## src/rtl/i2c_register_master.sv

```systemverilog
// Single-master I2C initiator: one 8-bit register write, or a register read using a
// repeated start, per accepted request. Open-drain SCL/SDA via output enables.
module i2c_register_master #(
    parameter int CLK_DIV = 135
) (
    input  logic       clk,
    input  logic       reset,
    input  logic       start,
    input  logic       rw,
    input  logic [6:0] dev_addr,
    input  logic [7:0] reg_addr,
    input  logic [7:0] wdata,
    output logic       ready,
    output logic       done,
    output logic       ack_error,
    output logic [7:0] rdata,
    output logic       scl_oe,
    output logic       sda_oe,
    input  logic       scl_in,
    input  logic       sda_in
);
    localparam int            CW   = $clog2(CLK_DIV);
    localparam logic [CW-1:0] QMAX = CW'(CLK_DIV - 1);

    typedef enum logic [2:0] {
        S_IDLE, S_START, S_TX, S_RXACK, S_RSTART, S_RX, S_TXNACK, S_STOP
    } state_t;

    state_t        r_state, w_state_nx;
    logic [CW-1:0] r_qcnt;
    logic [1:0]    r_ph, w_ph_nx;
    logic [2:0]    r_bit, w_bit_nx;
    logic [1:0]    r_byte, w_byte_nx;
    logic [7:0]    r_shift, w_shift_nx;
    logic          r_rw;
    logic [6:0]    r_dev;
    logic [7:0]    r_reg, r_wdata, r_rx, r_rdata;
    logic          r_nack, r_ack_err, r_done, r_scl_oe, r_sda_oe;
    logic          w_tick, w_nack_stop, w_done_nx, w_scl_nx, w_sda_nx;

    assign w_tick    = (r_qcnt == QMAX);
    assign ready     = (r_state == S_IDLE);
    assign done      = r_done;
    assign ack_error = r_ack_err;
    assign rdata     = r_rdata;
    assign scl_oe    = r_scl_oe;
    assign sda_oe    = r_sda_oe;

    always_comb begin
        w_state_nx  = r_state;
        w_ph_nx     = r_ph;
        w_bit_nx    = r_bit;
        w_byte_nx   = r_byte;
        w_shift_nx  = r_shift;
        w_nack_stop = 1'b0;
        w_done_nx   = 1'b0;
        case (r_state)
            S_IDLE: if (start) begin
                w_state_nx = S_START;
                w_ph_nx    = 2'd0;
            end
            S_START: if (w_tick) begin
                if (r_ph == 2'd0) begin
                    if (scl_in) w_ph_nx = 2'd1;
                end else begin
                    w_state_nx = S_TX;
                    w_ph_nx    = 2'd0;
                    w_bit_nx   = 3'd0;
                    w_byte_nx  = 2'd0;
                    w_shift_nx = {r_dev, 1'b0};
                end
            end
            S_TX, S_RXACK, S_RX, S_TXNACK: if (w_tick) begin
                // phase B holds while a slave stretches SCL
                if (r_ph == 2'd1) begin
                    if (scl_in) w_ph_nx = 2'd2;
                end else if (r_ph != 2'd3) begin
                    w_ph_nx = r_ph + 2'd1;
                end else begin
                    w_ph_nx = 2'd0;
                    case (r_state)
                        S_TX: begin
                            if (r_bit == 3'd7) w_state_nx = S_RXACK;
                            else begin
                                w_bit_nx   = r_bit + 3'd1;
                                w_shift_nx = {r_shift[6:0], 1'b0};
                            end
                        end
                        S_RXACK: begin
                            w_bit_nx = 3'd0;
                            if (r_nack) begin
                                w_state_nx  = S_STOP;
                                w_nack_stop = 1'b1;
                            end else if (r_byte == 2'd0) begin
                                w_state_nx = S_TX;
                                w_byte_nx  = 2'd1;
                                w_shift_nx = r_reg;
                            end else if (r_byte == 2'd1 && !r_rw) begin
                                w_state_nx = S_TX;
                                w_byte_nx  = 2'd2;
                                w_shift_nx = r_wdata;
                            end else if (r_byte == 2'd1) begin
                                w_state_nx = S_RSTART;
                            end else if (r_rw) begin
                                w_state_nx = S_RX;
                            end else begin
                                w_state_nx = S_STOP;
                            end
                        end
                        S_RX: begin
                            if (r_bit == 3'd7) w_state_nx = S_TXNACK;
                            else w_bit_nx = r_bit + 3'd1;
                        end
                        default: w_state_nx = S_STOP;
                    endcase
                end
            end
            S_RSTART: if (w_tick) begin
                if (r_ph == 2'd1) begin
                    if (scl_in) w_ph_nx = 2'd2;
                end else if (r_ph != 2'd3) begin
                    w_ph_nx = r_ph + 2'd1;
                end else begin
                    w_state_nx = S_TX;
                    w_ph_nx    = 2'd0;
                    w_bit_nx   = 3'd0;
                    w_byte_nx  = 2'd2;
                    w_shift_nx = {r_dev, 1'b1};
                end
            end
            S_STOP: if (w_tick) begin
                if (r_ph == 2'd3) begin
                    w_state_nx = S_IDLE;
                    w_done_nx  = 1'b1;
                end else begin
                    w_ph_nx = r_ph + 2'd1;
                end
            end
            default: w_state_nx = S_IDLE;
        endcase

        // line drive for the quarter being entered; registered so pins move only on ticks
        w_scl_nx = 1'b0;
        w_sda_nx = 1'b0;
        case (w_state_nx)
            S_START: begin
                w_sda_nx = 1'b1;
                w_scl_nx = (w_ph_nx == 2'd1);
            end
            S_TX, S_RXACK, S_RX, S_TXNACK: begin
                w_scl_nx = (w_ph_nx == 2'd0) || (w_ph_nx == 2'd3);
                w_sda_nx = (w_state_nx == S_TX) && !w_shift_nx[7];
            end
            S_RSTART: begin
                w_scl_nx = (w_ph_nx == 2'd0) || (w_ph_nx == 2'd3);
                w_sda_nx = w_ph_nx[1];
            end
            S_STOP: begin
                w_scl_nx = (w_ph_nx == 2'd0);
                w_sda_nx = !w_ph_nx[1];
            end
            default: ;
        endcase
    end

    always_ff @(posedge clk) begin
        if (reset) begin
            r_state   <= S_IDLE;
            r_qcnt    <= '0;
            r_ph      <= 2'd0;
            r_bit     <= 3'd0;
            r_byte    <= 2'd0;
            r_shift   <= 8'd0;
            r_rw      <= 1'b0;
            r_dev     <= 7'd0;
            r_reg     <= 8'd0;
            r_wdata   <= 8'd0;
            r_rx      <= 8'd0;
            r_rdata   <= 8'd0;
            r_nack    <= 1'b0;
            r_ack_err <= 1'b0;
            r_done    <= 1'b0;
            r_scl_oe  <= 1'b0;
            r_sda_oe  <= 1'b0;
        end else begin
            r_state  <= w_state_nx;
            r_ph     <= w_ph_nx;
            r_bit    <= w_bit_nx;
            r_byte   <= w_byte_nx;
            r_shift  <= w_shift_nx;
            r_done   <= w_done_nx;
            r_scl_oe <= w_scl_nx;
            r_sda_oe <= w_sda_nx;
            if (r_state == S_IDLE || w_tick) r_qcnt <= '0;
            else r_qcnt <= r_qcnt + 1'b1;
            if (r_state == S_IDLE && start) begin
                r_rw      <= rw;
                r_dev     <= dev_addr;
                r_reg     <= reg_addr;
                r_wdata   <= wdata;
                r_ack_err <= 1'b0;
            end
            if (w_tick && r_ph == 2'd2 && r_state == S_RXACK) r_nack <= sda_in;
            if (w_tick && r_ph == 2'd2 && r_state == S_RX) r_rx <= {r_rx[6:0], sda_in};
            if (w_nack_stop) r_ack_err <= 1'b1;
            if (w_done_nx && r_rw && !r_ack_err) r_rdata <= r_rx;
        end
    end
endmodule

```

## config.mk

```make
export PLATFORM = sky130hd
export DESIGN_NAME = i2c_register_master
export DESIGN_NICKNAME = d
export VERILOG_FILES = /design/src/rtl/i2c_register_master.sv
export SDC_FILE = /design/constraint.sdc
export NUM_CORES = 1
export LEC_CHECK = 0
export ABC_AREA = 1
export BUFFER_PORTS_ARGS = -buffer_cell sky130_fd_sc_hd__buf_2
export CORE_ASPECT_RATIO = 1.4
export CORE_MARGIN = 2
export CORE_UTILIZATION = 55
export DETAILED_ROUTE_END_ITERATION = 10
export PLACE_DENSITY = 0.79
export RECOVER_POWER = 25
export SKIP_LAST_GASP = 1
export SLEW_MARGIN = 5
export SYNTH_ARGS = -nofsm -noshare
export SYNTH_HDL_FRONTEND = slang
export SYNTH_SLANG_ARGS = --single-unit
```

## constraint.sdc

```tcl
create_clock -name clk -period 5.8 [get_ports clk]
set_input_delay 0.58 -clock clk [delete_from_list [all_inputs] [get_ports clk]]
set_output_delay 0.58 -clock clk [all_outputs]
set_load 0.02 [all_outputs]
```

==> summary.md <==
| Metric | Value |
|---|---|
| Status | `completed` |
| Slew Viols, Final | `0` |
| Violation count after the first detailed-routing iteration | `224` |
| Smallest setup slack after layout | `3330 ps` |
| Synthesized netlist cell count | `527` |
| Total negative slack for setup checks | `0 ps` |
| Min-delay src | `r_wdata[6]` |
| Overall die area | `7190 um^2` |
| Rows | `34` |
| Port bufs | `41` |
| Width of the die | `72.2 um` |
| Yosys cell types | `29` |
| Synth async-reset ratio | `0%` |
| DRT antenna net count | `0` |
| Final layout net count | `606` |
| Source of the worst register-to-register timing path | `r_qcnt[0]` |
| Global placement routability congestion | `0.935` |
| Setup violations, final | `0` |
| Classification of the worst setup path | `reg -> reg` |
| # diodes | `0` |
| Via count of the first global-routing pass | `3305` |
| Worst hold slack | `458 ps` |
| Vert. Die Dim | `99.5 um` |
| Layout cell share with drive strength beyond 1 | `13.5%` |
| Post-synthesis sequential element count | `71` |
| Initial core utilization | `57.3%` |
| Leftover overflow at the end of global routing | `0` |
| Final period utilization | `42.5%` |
| WL/cell | `13.6 um` |
| Post-CTS setup-driven buffer insertion count | `0` |
| Skew-Pair Late Insertion Delay | `350 ps` |
| Hold path depth | `2` |
| Post-place setup slack | `3340 ps` |
| Filler cell count in the final layout | `596` |
| Average cell area after synthesis | `6.80 um^2` |
| Max-cap violations | `0` |
| # hold bufs at CTS | `0` |
| Worst Max-Slew Pin Slew | `844 ps` |
| Flip-flop cell with the highest count after synthesis | `dfxtp_1` |
| Share of the synthesized area in the top cell type | `39.7%` |
| CTS tree | `built` |
| Pwr/cell area | `245 nW/um^2` |
| Net count of the mapped netlist | `568` |
| Synthesis Warnings | `0` |
| TritonCTS Buffers | `9` |
| Root buf cell | `clkbuf_8` |
| Count of vias placed by the detailed router | `3474` |
| Min-delay worst type | `reg -> reg` |
| Routed vias/inst | `5.41` |
| Max Fanout on Critical Path | `13` |
| Hold endpoint | `r_wdata[6]` |
| Core area | `6250 um^2` |
| Maximum frequency from static timing analysis | `405 MHz` |
| Area delta synth->final | `11.5%` |
| Critical path capture point type | `flip-flop` |
| Maximum number of pins on one net before global-route repair | `37` |
| HPWL Detailed | `6.57 mm` |
| Worst IR drop on VDD | `151 uV` |
| Clock Sinks | `71` |
| Launching element type of the critical path | `flip-flop` |
| Drt first pass iters | `5` |
| Overall global routing resource usage | `25.1%` |
| CP Launch Point | `r_qcnt[0]` |
| Time the worst path needs with I/O delays and setup | `2470 ps` |
| FF-to-FF path depth | `14` |
| Worst-case clock buffer depth | `2` |
| Worst slew slack as a fraction of its limit | `43.4%` |
| End of the worst register-to-register path | `scl_oe` |
| Post-CTS clock slew at the launch and capture registers of the worst setup and hold paths | `90 ps` |
| Most area-hungry cell type in the Yosys netlist | `dfxtp_1` |
| Static power due to leakage | `1.66 nW` |
| Hold Fails Final Rpt | `0` |
| RSZ-0062 raised after global routing | `no` |
| Sequential-to-total area share from yosys stat | `39.7%` |
| Routed WL | `8.71 mm` |
| DRC violation count after routing | `0` |
| Worst EP arrival | `2720 ps` |
| Count of instances resized after the clock tree is built | `0` |
| Synth area leaders | `dfxtp_1 40%, nand2_1 12%, a21oi_1 8.2%` |
| Number of enable flip-flop cells after synthesis | `0` |
| Reg2reg setup slack | `3330 ps` |
| Fin Clk Skew | `13.5 ps` |
| First-pass GRT wire length | `14.3 mm` |
| Worst EP required | `6050 ps` |
| Initial antenna violation count | `0` |
| Syn Std Cell Area | `3580 um^2` |
| Num ports | `42` |
| Deepest level of the CTS H-tree | `3` |
## per-layer routing
layer,GRT usage (%),vias up,routed length [um]
li1,-,1785,-
met1,27.9,1577,3630
met2,44.7,86,4500
met3,4.46,26,324
met4,12.5,0,257
met5,0,-,0
## worst max-delay path by stage
stage | end | slack, ps | cells past startpoint
5_1_grt | scl_oe | 3080 | 12
6_report | scl_oe | 3330 | 14
2_1_floorplan | scl_oe | 3780 | 16
3_3_place_gp | scl_oe | 3470 | 14
3_5_place_dp | scl_oe | 3340 | 14
4_1_cts | scl_oe | 3340 | 14
## cell families after synthesis
family	after synthesis	share of synthesized area (%)
simple gates	228	28.0
compound gates	123	18.4
buf+inv	93	9.81
flops	71	39.7
fa+ha+maj	12	4.19
## metrics by stage
| step | cell area (um^2) | power [mW] | util (%) | instances |
|---|---|---|---|---|
| floorplan | 3580 | 0.589 | - | 527 |
| global placement | 3830 | 0.618 | 61.2 | 626 |
| detailed placement | 3830 | 0.620 | 61.2 | 626 |
| CTS | 4010 | 0.988 | 64.2 | 642 |
| global route | 4000 | 1.02 | 63.9 | 642 |
| finish | 4000 | 0.978 | 63.9 | 642 |
## cell usage after synthesis (4+ instances only)
library cell	count
a21oi_1	59
clkbuf_1	12
inv_2	18
ha_1	12
o21ai_0	44
a22oi_1	6
o22ai_1	8
nand2_1	113
nand3_1	34
dfxtp_1	71
inv_1	60
nor2_1	52
nor3_1	6
nor2_2	4
## area by class of cell
cell class	instances	area [um^2]	area share (%)
timing repair buffer	42	198	4.95
clock buffer	9	124	3.10
inverter	78	293	7.32
sequential	71	1420	35.6
tap	72	90.1	2.25
clock inverter	7	60.1	1.50
multi-input combinational	363	1810	45.3
## layout by cell type, fill, tap and decap left out, drive strengths merged, types with 3 or more instances in the layout
cell type / n
o22ai: 8
a22oi: 6
inv: 82
ha: 12
o21ai: 46
nor2: 58
nand3: 36
nor4: 3
nand2: 116
clkbuf: 21
a21oi: 59
nor3b: 3
nand4: 3
buf: 30
dfxtp: 71
clkinvlp: 3
nor3: 9
## worst max-delay path, cell delays in order (launching register included)
cell and delay (ps):
dfxtp_1 340, inv_1 60, ha_1 130, nand3_1 90
nor2_1 630, nand2_1 120, nand3_1 130, nand3_1 80
a21oi_1 230, inv_1 80, ha_1 190, nand3_1 80
nand2_1 60, nor2_1 100, nor2_1 40
## report_power, final
part / internal, mW / total (mW) / switching (mW)
Combinational: 0.0298 / 0.0943 / 0.0646
Clock: 0.162 / 0.369 / 0.207
Sequential: 0.506 / 0.515 / 0.00871
Total: 0.698 / 0.978 / 0.280
Note: power is estimated with default switching activity, not from simulation.
